`src/rtl/qa_drv_rd_arbiter_pkg.sv`:
```
// Shared CCI read-driver definitions: header field layout, read request
// type code and the read-header builder used by the arbiter.
package qa_driver_types;

  localparam int TX_HDR_W    = 61;
  localparam int HDR_TYPE_LO = 52;
  localparam int HDR_TYPE_W  = 4;
  localparam int HDR_ADDR_LO = 14;
  localparam int HDR_ADDR_W  = 32;
  localparam int HDR_SEL_BIT = 12;
  localparam int HDR_TAG_LO  = 0;
  localparam int HDR_TAG_W   = 12;

  localparam logic [HDR_TYPE_W-1:0] RD_REQ_TYPE = 4'h4;

  typedef enum logic {
    REQ_0 = 1'b0,
    REQ_1 = 1'b1
  } req_sel_e;

  // Read request header; every bit outside the named fields stays zero.
  function automatic logic [TX_HDR_W-1:0] build_rd_hdr(
    input logic [HDR_ADDR_W-1:0] addr,
    input logic                  sel,
    input logic [HDR_TAG_W-1:0]  tag
  );
    logic [TX_HDR_W-1:0] h;
    h = '0;
    h[HDR_TYPE_LO +: HDR_TYPE_W] = RD_REQ_TYPE;
    h[HDR_ADDR_LO +: HDR_ADDR_W] = addr;
    h[HDR_SEL_BIT]               = sel;
    h[HDR_TAG_LO +: HDR_TAG_W]   = tag;
    return h;
  endfunction

endpackage

```
`src/rtl/qa_drv_credit_counter.sv`:
```
// Per-requester outstanding-read counter. Saturates at zero on a stray
// response and flags it so the top can latch an error.
module qa_drv_credit_counter #(
  parameter int MAX_OUTSTANDING = 32
) (
  input  logic clk,
  input  logic reset,
  input  logic inc,
  input  logic dec,
  output logic avail,
  output logic underflow
);

  logic [5:0] count;

  // Simultaneous issue and return cancel; a return at zero is ignored.
  always_ff @(posedge clk) begin
    if (reset) begin
      count <= '0;
    end else if (inc && !dec) begin
      count <= count + 6'd1;
    end else if (!inc && dec && count != 6'd0) begin
      count <= count - 6'd1;
    end
  end

  assign avail     = count < 6'(MAX_OUTSTANDING);
  assign underflow = dec && (count == 6'd0);

endmodule

```
`src/rtl/qa_drv_rd_arbiter.sv`:
```
// Two-requester CCI channel-0 read arbiter: round-robin grant with
// per-requester credit limits, registered request issue and registered
// response routing on the requester-select header bit.
module qa_drv_rd_arbiter
  import qa_driver_types::*;
#(
  parameter int CCI_DATA_WIDTH   = 512,
  parameter int CCI_RX_HDR_WIDTH = 18,
  parameter int CCI_TX_HDR_WIDTH = 61,
  parameter int CCI_TAG_WIDTH    = 13,
  parameter int MAX_OUTSTANDING  = 32
) (
  input  logic                                clk,
  input  logic                                reset,
  input  logic [1:0]                          req_valid,
  input  logic [1:0][31:0]                    req_addr,
  input  logic [1:0][CCI_TAG_WIDTH-2:0]       req_tag,
  output logic [1:0]                          req_ready,
  output logic [CCI_TX_HDR_WIDTH-1:0]         C0TxHdr,
  output logic                                C0TxRdValid,
  input  logic                                C0TxAlmFull,
  input  logic [CCI_RX_HDR_WIDTH-1:0]         C0RxHdr,
  input  logic [CCI_DATA_WIDTH-1:0]           C0RxData,
  input  logic                                C0RxRdValid,
  output logic [1:0]                          rsp_valid,
  output logic [CCI_TAG_WIDTH-2:0]            rsp_tag,
  output logic [CCI_DATA_WIDTH-1:0]           rsp_data,
  output logic                                err_underflow
);

  logic [1:0] avail;
  logic [1:0] underflow;
  logic [1:0] eligible;
  logic [1:0] grant;
  logic [1:0] acc;
  logic [1:0] rsp_hit;
  logic       rx_sel;
  logic       acc_sel;
  req_sel_e   last_grant;

  assign eligible = req_valid & avail & {2{~C0TxAlmFull}};

  // Round-robin: the requester that did not win last time looks first.
  always_comb begin
    grant = 2'b00;
    if (!reset) begin
      if (last_grant == REQ_1) begin
        if (eligible[0])      grant = 2'b01;
        else if (eligible[1]) grant = 2'b10;
      end else begin
        if (eligible[1])      grant = 2'b10;
        else if (eligible[0]) grant = 2'b01;
      end
    end
  end

  assign req_ready = grant;
  assign acc       = req_valid & req_ready;
  assign acc_sel   = acc[1];

  assign rx_sel  = C0RxHdr[CCI_TAG_WIDTH-1];
  assign rsp_hit = {C0RxRdValid & rx_sel, C0RxRdValid & ~rx_sel};

  for (genvar g = 0; g < 2; g++) begin : g_cred
    qa_drv_credit_counter #(
      .MAX_OUTSTANDING(MAX_OUTSTANDING)
    ) u_cred (
      .clk      (clk),
      .reset    (reset),
      .inc      (acc[g]),
      .dec      (rsp_hit[g]),
      .avail    (avail[g]),
      .underflow(underflow[g])
    );
  end

  // Issue stage: register the accepted request and remember the winner.
  always_ff @(posedge clk) begin
    if (reset) begin
      C0TxRdValid <= 1'b0;
      C0TxHdr     <= '0;
      last_grant  <= REQ_1;
    end else begin
      C0TxRdValid <= |acc;
      if (|acc) begin
        C0TxHdr    <= CCI_TX_HDR_WIDTH'(build_rd_hdr(req_addr[acc_sel], acc_sel,
                                                     HDR_TAG_W'(req_tag[acc_sel])));
        last_grant <= req_sel_e'(acc_sel);
      end
    end
  end

  // Response stage: route to the requester named in the header, and latch
  // any response that arrives with nothing outstanding.
  always_ff @(posedge clk) begin
    if (reset) begin
      rsp_valid     <= 2'b00;
      rsp_tag       <= '0;
      rsp_data      <= '0;
      err_underflow <= 1'b0;
    end else begin
      rsp_valid     <= rsp_hit;
      err_underflow <= err_underflow | (|underflow);
      if (C0RxRdValid) begin
        rsp_tag  <= C0RxHdr[CCI_TAG_WIDTH-2:0];
        rsp_data <= C0RxData;
      end
    end
  end

endmodule

```
`config.mk`:
```
export PLATFORM = sky130hd
export DESIGN_NAME = qa_drv_rd_arbiter
export DESIGN_NICKNAME = d
export VERILOG_FILES = /design/src/rtl/qa_drv_rd_arbiter_pkg.sv /design/src/rtl/qa_drv_credit_counter.sv /design/src/rtl/qa_drv_rd_arbiter.sv
export SDC_FILE = /design/constraint.sdc
export NUM_CORES = 1
export LEC_CHECK = 0
export ABC_AREA = 1
export BUFFER_PORTS_ARGS = -buffer_cell sky130_fd_sc_hd__buf_2
export CORE_AREA = 3 3 476 478
export DETAILED_ROUTE_END_ITERATION = 8
export DIE_AREA = 0 0 479 481
export SLEW_MARGIN = 30
export SYNTH_ARGS = -nofsm -noshare
export SYNTH_HDL_FRONTEND = slang
export SYNTH_SLANG_ARGS = --single-unit
```
`constraint.sdc`:
```
create_clock -name clk -period 4 [get_ports clk]
set_input_delay 0.4 -clock clk [delete_from_list [all_inputs] [get_ports clk]]
set_output_delay 0.4 -clock clk [all_outputs]
set_load 0.01 [all_outputs]
```
# Yosys cells after proc, flatten, opt, wreduce, memory -nomap -nowiden
# Cells that the tools add are included.
[totals]
regBits = 587
output_inout_bits = 591
[op_classes]
n_mux = 14
n_bitwise = 8
magnitude_cmp = 3
n_addsub = 4
n_reduce_logical = 20
[ops]
columns = ["operator", "count"]
rows = [
  ["$mux 32", 2],
  ["$mux 12", 2],
  ["$mux 6", 4],
  ["$add 6x1->6 const B", 2],
  ["$logic_not 6->1", 2],
  ["$lt 6x6->1 const B", 2],
  ["$reduce_bool 6->1", 2],
  ["$sub 6x1->6 const B", 2],
  ["$mux 2", 5],
  ["$logic_and 1x1->1", 8],
  ["$and 2x2->2", 3],
  ["$logic_not 1->1", 4],
  ["$reduce_bool 2->1", 2],
  ["$reduce_or 2->1", 2],
  ["$and 1x1->1", 2],
  ["$lt 1x2->1 const B", 1],
  ["$not 1->1", 2],
  ["$mux 1", 1],
  ["$or 1x1->1", 1],
]

# Logic depth before layout (Yosys ltp)
# Gate-level depths: netlist of run 1.
[logic_depth]
ltp_word = 13
ltp_mapped = 15
mapped_depth_nobuf = 15

# Hierarchy
# Synthesis of run 1 repeated with hierarchy kept, for this count alone.
[unflattened]
hier_cells = 2885
area_unflattened_um2 = 21561.9
[modules_own_cells]
columns = ["module", "seq_area_each_um2", "cells_each", "n_inst", "area_per_inst_um2"]
rows = [
  ["qa_drv_rd_arbiter", 11511.0, 2751, 1, 20618.5],
  ["qa_drv_credit_counter", 120.1, 67, 2, 471.7],
]

# Least setup slack after synthesis of run 1
# No wires, ideal clock.
[synth_path]
kind = "input to register"
from = "input port C0RxRdValid"
to = "register g_cred[1].u_cred.count[5]"
required_time_ns = 3.868
setup_slack_ns = 1.914
t_arrival_ns = 1.954
n_path_buf = 2
cell_stages = 15
setup_ns = 0.132
cell_sequence = "buf_4 -> buf_2 -> nand2_1 -> nand3_2 -> ha_1 -> nand2_1 -> nand2_1 -> nand2_1 -> nand2_1 -> nor2_1 -> inv_1 -> nand2_1 -> nand2_1 -> nand2_1 -> a21oi_1"
[synth_between]
elab_chain_len = 4
[synth_lines]
columns = ["item", "line", "source"]
rows = [
  ["start: declaration", "qa_drv_rd_arbiter.sv:24", "input logic C0RxRdValid,"],
  ["$and 1x1->1 *", "qa_drv_rd_arbiter.sv:62", "assign rsp_hit = {C0RxRdValid & rx_sel, C0RxRdValid & ~rx_sel};"],
  ["$logic_not 1->1 or $logic_and 1x1->1 (tied branches)", "qa_drv_credit_counter.sv:20, qa_drv_credit_counter.sv:22", ""],
  ["$logic_and 1x1->1, on equally long branches", "qa_drv_credit_counter.sv:20, qa_drv_credit_counter.sv:22", ""],
  ["$mux 6 or $reduce_bool 2->1 (tied branches)", "--", ""],
  ["end signal: assignment", "qa_drv_credit_counter.sv:21", "count <= count + 6'd1;"],
  ["end signal: assignment", "qa_drv_credit_counter.sv:23", "count <= count - 6'd1;"],
  ["end: declaration", "qa_drv_credit_counter.sv:14", "logic [5:0] count;"],
]
# Mark *: on every way between the ends. The rest lies on a longest branch, timed or not.
# A chain may end at the register's enable or synchronous reset.

# Worst setup path after layout of run 1
[layout_path]
from = "input port reset"
to = "output port req_ready[1]"
[layout_between]
elab_chain_len = 1
[layout_lines]
columns = ["item", "line", "source"]
rows = [
  ["start: declaration", "qa_drv_rd_arbiter.sv:14", "input logic reset,"],
  ["$mux 2", "qa_drv_rd_arbiter.sv:46", "if (!reset) begin"],
  ["end: declaration", "qa_drv_rd_arbiter.sv:18", "output logic [1:0] req_ready,"],
]
# No other way between the ends.

==> results of run 1 <==
worst min-delay path, stage by stage:
cell and delay, ns:
sky130_fd_sc_hd__buf_2 0.08, sky130_fd_sc_hd__o21ai_0 0.06, sky130_fd_sc_hd__o21ai_0 0.15, sky130_fd_sc_hd__nand2_1 0.05, sky130_fd_sc_hd__inv_1 0.04
cell type report:
| cell class | instances | area share |
|---|---|---|
| clock inverter | 30 | 0.0114 |
| tap | 2975 | 0.0949 |
| multi-input combinational | 1943 | 0.211 |
| antenna | 64 | 0.00408 |
| sequential | 587 | 0.299 |
| timing repair buffer | 1827 | 0.316 |
| clock buffer | 107 | 0.0563 |
| inverter | 62 | 0.00638 |
final timing paths:
check                                                       startpoint                  endpoint  slack (ns)  cells after the start
worst max register to register  g_cred[1].u_cred.count[5]$_SDFFE_PP0P_  C0TxHdr[18]$_SDFFE_PP0P_        1.25                     10
worst min-delay path                                        req_tag[0]   C0TxHdr[0]$_SDFFE_PP0P_        0.11                      5
worst min register to register                C0TxHdr[54]$_SDFFE_PP0P_  C0TxHdr[54]$_SDFFE_PP0P_        0.45                      2
worst max-delay path                                             reset              req_ready[1]        1.12                      6
per-stage QoR:
| stage | cell area (sq um) | std cells | worst slack [ns] | hold WS [ns] |
|---|---|---|---|---|
| global placement | 30300 | 6781 | 1.31 | 0.436 |
| detailed placement | 30300 | 6781 | 1.33 | 0.438 |
| finish | 39200 | 7595 | 1.12 | 0.113 |
| floorplan | 21200 | 2804 | 1.91 | 0.469 |
| global route | 39200 | 7582 | 0.970 | 0.0799 |
| CTS | 39100 | 7530 | 1.05 | 0.000611 |
kinds of logic (layout without fill, tap and decap cells):
group	Yosys count	in the layout	synth area share
XOR/XNOR	6	6	0.00248
flip-flops	587	587	0.555
buffers and inverters	274	2026	0.0553
AND/OR/NAND/NOR	1312	1312	0.238
adder cells (fa/ha/maj)	10	10	0.00662
AO/OA/AOI/OAI	600	600	0.142
other	1	79	0.000177
flip-flops by register name (all words and copies together) (netlist names):
| register | cells |
|---|---|
| C0TxRdValid | 1 |
| rsp_data | 512 |
| rsp_tag | 12 |
| g_cred.u_cred.count | 12 |
| err_underflow | 1 |
| last_grant | 1 |
| C0TxHdr | 46 |
| rsp_valid | 2 |
synth_stat cells, drive strengths merged (2+ instances only):
cell	count	area share
a21oi	17	0.0040
buf	78	0.020
clkbuf	134	0.024
dfxtp	587	0.56
fa	2	0.0019
ha	8	0.0047
inv	61	0.011
nand2	181	0.033
nand3	39	0.0099
nand4	2	0.00059
nor2	1086	0.19
nor3	2	0.00047
o21ai	581	0.14
xnor2	3	0.0012
xor2	3	0.0012
routing by layer:
metal | part of all wire | wire length, microns | vias to the layer above
met5 | 0.0022 | 413 | -
met4 | 0.043 | 7910 | 60
met3 | 0.20 | 37300 | 383
met2 | 0.41 | 75900 | 1378
met1 | 0.34 | 63400 | 11900
li1 | - | - | 12400
what timing repair did:
action	in CTS	in global routing
buffers inserted	0	0
endpoints found under the hold margin	574	0
setup endpoints to repair	0	0
hold buffers	612	0
power groups by stage:
stage | clock network [mW] | registers, mW | logic [mW]
global placement | 0 | 6.63 | 2.84
CTS | 7.79 | 6.53 | 3.46
global route | 7.94 | 6.58 | 3.78
detailed placement | 0 | 6.64 | 2.82
floorplan | 0 | 6.85 | 0.992
finish | 7.49 | 6.53 | 3.41
==> results.yml, run 1 <==
synth:
  seq_area_frac_synth: 0.555
  synth_cell_types: 30
  synth_enable_flop_cells: 0
  ys_ff_latch: 587
  post_synth.cell_area_avg_sq_um: 7.59
  synth-warning-count: 0
  synth.cell_area_sq_um: 21200
  synthesis.instances: 2790
  postSynth.asyncResetShare: 0
  synth_flop_cell: "sky130_fd_sc_hd__dfxtp_1"
worst_setup_path:
  crit_fanout: 45
  cp_top_family: "buffers and inverters"
  worstPathCellList: "dlygate4sd3_1, buf_2, nor2_2, nand2_2, inv_2, buf_2"
  critical_path.endpoint_type: "output port"
  path_class: "input port to output port"
  crit_path_start_kind: "input port"
  crit_buf_inv: 4
  cp_common_cell: "sky130_fd_sc_hd__buf_2"
  critPathArrivalTime_ns: 2.48
  timing.critical_path.slowest_stage_cell: "sky130_fd_sc_hd__inv_2"
  cp_data_required_time_ns: 3.60
  max_stage_delay_ns: 0.69
timing:
  slew_violations: 0
  timing.max_slew.rel_slack: 0.315
  final_hold_violation_count: 0
  rsz0062_at_grt: "no"
  tns_ns: 0
  timing.final.crit_share: 0.720
  timing.final.setup_violations: 0
  achievable-frequency_ghz: 0.347
  clock_skew_ns: 0.0264
  worst-slew-pin-transition_ns: 1.03
  finalCriticalPeriod_ns: 2.88
pwr:
  clock_power_share: 0.430
  power_density_over_the_cells_nw_per_um2: 444
  comb_power_share: 0.196
  ir_drop_v: 0.000337
  sw_frac_of_total: 0.310
  p_seq_frac: 0.375
  p_int_mw: 12.0
  overall_power_consumption_mw: 17.4
  switchingPower_mw: 5.40
  static-leakage-power_nw: 18.3
clock_tree:
  clock_sink_count: 587
  cts_htree_levels: 3
  clk_path_buf_depth: 3
  cts_tree: "yes"
  cts.clk_slew.worst_paths_ns: 0.06
  clock_insertion_delay_worst_skew_ns: 0.71
  clock_tree.root_cell: "sky130_fd_sc_hd__clkbuf_16"
  cts_inserted_buffers: 77
  post_cts_resized: 0
cells_and_area:
  final_core_util: 0.177
  multiInputGateArea_sq_um: 8290
  layout.cells.most_common: "sky130_fd_sc_hd__buf_2"
  post_route_cells_drive_above_1_share: 0.297
  num-fill-cells: 25100
  seq_area_sq_um: 11800
  fin_nets: 5132
  syn_to_final_growth_pct: 85.4
  most-common-layout-cells: "sky130_fd_sc_hd__buf_2 (1193), sky130_fd_sc_hd__nor2_1 (1084), sky130_fd_sc_hd__dlygate4sd3_1 (612)"
grt:
  overall_overflow_remaining_after_global_route: 0
  initial_antenna_violation_count: 140
  largest_net_degree_at_the_start_of_global_routing: 226
  met2_usage: 0.226
  grt_pass1_vias: 25400
  busiest_layer: "met2"
  grt_first_pass_wirelength_microns: 235000
  grtUsageTotal: 0.154
  gr_layer_usage_met1: 0.151
  grt_util_met3: 0.139
die:
  floorplan.die_area_sq_um: 230000
  fp.coreArea_sq_um: 222000
  chipWidth_microns: 479
  die_h_microns: 481
  floorplan.io_pins: 1215
  start_util: 0.0952
  row_count: 173
min_path:
  worst_hold_class: "input port to flip-flop"
route:
  firstDrtPassIters: 6
  drc: 0
  wirelength_microns: 185000
  wire_per_inst_microns: 24.4
  post_drt_via_cell_ratio: 3.44
  detailedRoute.firstIterationViolations: 1463
  routed-via-count: 26100
  postRouteAntennaNets: 0
outcome:
  run_status: "completed"
place:
  io_buffer_count: 1194
  dp.final_hpwl_microns: 152000
  place_congestion: 0.921
job:
  drv.max_cap_violation_count: 0
Power figures use the tool's default switching activity.
==> run 2, diff against run 1 <==
--- a/config.mk
+++ b/config.mk
@@ -7,9 +7,9 @@
 export LEC_CHECK = 0
 export ABC_AREA = 1
 export BUFFER_PORTS_ARGS = -buffer_cell sky130_fd_sc_hd__buf_2
-export CORE_AREA = 3 3 476 478
+export CORE_AREA = 3 3 472 474
 export DETAILED_ROUTE_END_ITERATION = 8
-export DIE_AREA = 0 0 479 481
+export DIE_AREA = 0 0 475 477
 export SLEW_MARGIN = 30
 export SYNTH_ARGS = -nofsm -noshare
 export SYNTH_HDL_FRONTEND = slang
==> constraint.sdc (replaced) <==
create_clock -name clk -period 2.4 [get_ports clk]
set_input_delay 0.24 -clock clk [delete_from_list [all_inputs] [get_ports clk]]
set_output_delay 0.24 -clock clk [all_outputs]
set_load 0.01 [all_outputs]
==> run 2 against run 1 <==
Against the previous run:
- total power up 70%
- design area grew 1.1%
- setup slack got worse by 0.99 ns
- combinational power increased by 69%
- register-to-register slack worse by 1.1 ns
- final cell count down 0.79%
- highest routed layer unchanged
- sequential share of layout area shrank 0.32 points
- critical path type is now flip-flop to output port
- wire length decreased by 0.57%
- die area fell by 1.7%
- hold slack improved by 0.17 ns
- sequential cell count did not move
- via count shrank 0.20%
==> results.yml, run 2 (synthesis results as in run 1) <==
pwr:
  power_density_over_the_cells_nw_per_um2: 747
  ir_drop_v: 0.000440
  static-leakage-power_nw: 18.5
die:
  chipWidth_microns: 475
  die_h_microns: 477
  floorplan.io_pins: 1215
  start_util: 0.0965
  fp.coreArea_sq_um: 219000
  row_count: 172
  floorplan.die_area_sq_um: 227000
timing:
  slew_violations: 0
  finalCriticalPeriod_ns: 2.27
  final_hold_violation_count: 0
  tns_ns: 0
  achievable-frequency_ghz: 0.441
  worst_hold_slack_ns: 0.286
  clock_skew_ns: 0.0123
  timing.final.crit_share: 0.945
  worst-slew-pin-transition_ns: 1.05
  timing.max_slew.rel_slack: 0.298
  timing.final.setup_violations: 0
clock_tree:
  clock_insertion_delay_worst_skew_ns: 0.70
  clk_path_buf_depth: 3
  post-cts-setup-buffer-count: 0
  cts.clk_slew.worst_paths_ns: 0.06
  cts_inserted_buffers: 81
  cts_tree: "yes"
  clock_sink_count: 587
  cts_htree_levels: 3
  clock_tree.root_cell: "sky130_fd_sc_hd__clkbuf_16"
grt:
  grtUsageTotal: 0.154
  initial_antenna_violation_count: 163
  largest_net_degree_at_the_start_of_global_routing: 182
  grt_pass1_vias: 25500
  grt_first_pass_wirelength_microns: 232000
  overall_overflow_remaining_after_global_route: 0
route:
  wirelength_microns: 184000
  detailedRoute.firstIterationViolations: 1529
  firstDrtPassIters: 5
  routed-via-count: 26100
  wire_per_inst_microns: 24.4
  post_drt_via_cell_ratio: 3.46
  postRouteAntennaNets: 0
  drc: 0
min_path:
  min_delay_worst_endpoint: "rsp_data[344]$_SDFFE_PP0P_"
  hold_depth: 4
  min-delay-start: "C0RxData[344]"
  worst_hold_class: "input port to flip-flop"
cells_and_area:
  final_core_util: 0.181
  most-common-layout-cells: "sky130_fd_sc_hd__buf_2 (1193), sky130_fd_sc_hd__nor2_1 (1083), sky130_fd_sc_hd__dlygate4sd3_1 (626)"
  layout.cells.most_common: "sky130_fd_sc_hd__buf_2"
  max_flop_register: "rsp_data"
  num-fill-cells: 24700
  layout_top_registers: "rsp_data (512), C0TxHdr (46)"
  fin_nets: 5168
  syn_to_final_growth_pct: 87.4
  largest_register_ffs: 512
  post_route_cells_drive_above_1_share: 0.300
  final_standard_cell_count_with_taps_included_and_fillers_excluded: 7535
worst_setup_path:
  cp_data_required_time_ns: 2.16
  rrSetupSlack_ns: 0.16
  r2r_end: "C0TxHdr[2]$_SDFFE_PP0P_"
  critical_path.endpoint_type: "output port"
  worst_r2r_path_depth: 11
  crit_path_start_kind: "flip-flop"
  path_class: "flip-flop to output port"
  crit_fanout: 23
  worstReg2RegStart: "g_cred[0].u_cred.count[5]$_SDFFE_PP0P_"
  critPathArrivalTime_ns: 2.03
outcome:
  run_status: "completed"
place:
  dp.final_hpwl_microns: 151000
  io_buffer_count: 1194
  place_congestion: 0.930
  placedCellCount: 6695
job:
  drv.max_cap_violation_count: 0
## run 2: cell types whose count changed in the layout (fill, tap and decap cells not counted), moves of 2 or more
cell and change:
sky130_fd_sc_hd__clkbuf_16 +4, sky130_fd_sc_hd__dlygate4sd3_1 +14, sky130_fd_sc_hd__buf_12 +10, sky130_fd_sc_hd__clkbuf_1 -2, sky130_fd_sc_hd__diode_2 +9, sky130_fd_sc_hd__clkinvlp_4 +4
sky130_fd_sc_hd__clkbuf_8 -4, sky130_fd_sc_hd__bufinv_16 +3, sky130_fd_sc_hd__buf_4 +8, sky130_fd_sc_hd__inv_6 +3
## run 2: critical path, cell delays in order (launching register included)
cell	delay (ns)
sky130_fd_sc_hd__dfxtp_1	0.33
sky130_fd_sc_hd__nor2_2	0.14
sky130_fd_sc_hd__nand2_1	0.11
sky130_fd_sc_hd__nor2_4	0.14
sky130_fd_sc_hd__nand2_4	0.12
sky130_fd_sc_hd__inv_4	0.14
sky130_fd_sc_hd__buf_12	0.18
sky130_fd_sc_hd__buf_2	0.16
## run 2: cell type report
type	instances	area (sq um)	area share
multi-input combinational	1943	8310	0.210
clock buffer	104	2220	0.0561
inverter	62	258	0.00650
tap	2871	3590	0.0906
clock inverter	36	546	0.0138
sequential	587	11800	0.296
antenna	73	183	0.00461
timing repair buffer	1859	12800	0.323
## run 2: how the worst max path moves through the flow
| stage | startpoint | endpoint | slack [ns] | cells past startpoint |
|---|---|---|---|---|
| 4_1_cts | g_cred[1].u_cred.count[5]$_SDFFE_PP0P_ | req_ready[1] | 0.002 | 7 |
| 5_1_grt | g_cred[0].u_cred.count[5]$_SDFFE_PP0P_ | C0TxHdr[2]$_SDFFE_PP0P_ | -0.02 | 11 |
| 3_3_place_gp | C0TxAlmFull | g_cred[1].u_cred.count[5]$_SDFFE_PP0P_ | 0.16 | 16 |
| 3_5_place_dp | C0TxAlmFull | g_cred[1].u_cred.count[5]$_SDFFE_PP0P_ | 0.29 | 16 |
| 6_report | g_cred[1].u_cred.count[5]$_SDFFE_PP0P_ | req_ready[1] | 0.13 | 7 |
| 2_1_floorplan | C0RxRdValid | g_cred[1].u_cred.count[5]$_SDFFE_PP0P_ | 0.47 | 15 |
## run 2: repair_timing
| item | in CTS | in global routing |
|---|---|---|
| setup endpoints to repair | 0 | 28 |
| hold endpoints to repair | 579 | 0 |
| hold buffers | 626 | 0 |
| resized for setup | 0 | 7 |
## run 2: report_power, final
part / internal (mW) / switching, mW / leakage (nW) / total, mW
Clock: 7.74 / 5.23 / 1.33 / 13.0
Combinational: 2.28 / 3.47 / 12.3 / 5.75
Sequential: 10.5 / 0.376 / 4.88 / 10.9
## run 2: through the flow
step / cell area [sq um] / power, mW / worst slack (ns)
3_3_place_gp: 30400 / 15.8 / 0.161
4_1_cts: 39400 / 30.2 / 0.00213
6_report: 39700 / 29.6 / 0.133
2_1_floorplan: 21200 / 13.1 / 0.474
3_5_place_dp: 30400 / 15.8 / 0.289
5_1_grt: 39600 / 31.1 / -0.0209
## run 2: layer usage
metal  global-route usage  vias to the layer above  part of all wire  wire length (microns)
li1                     -                    12500                 -                      -
met1                0.139                    11800              0.32                  59000
met2                0.224                     1380              0.40                  74300
met3                0.157                      424              0.23                  41500
met4               0.0696                       54             0.048                   8920
met5                    0                        -            0.0017                    316
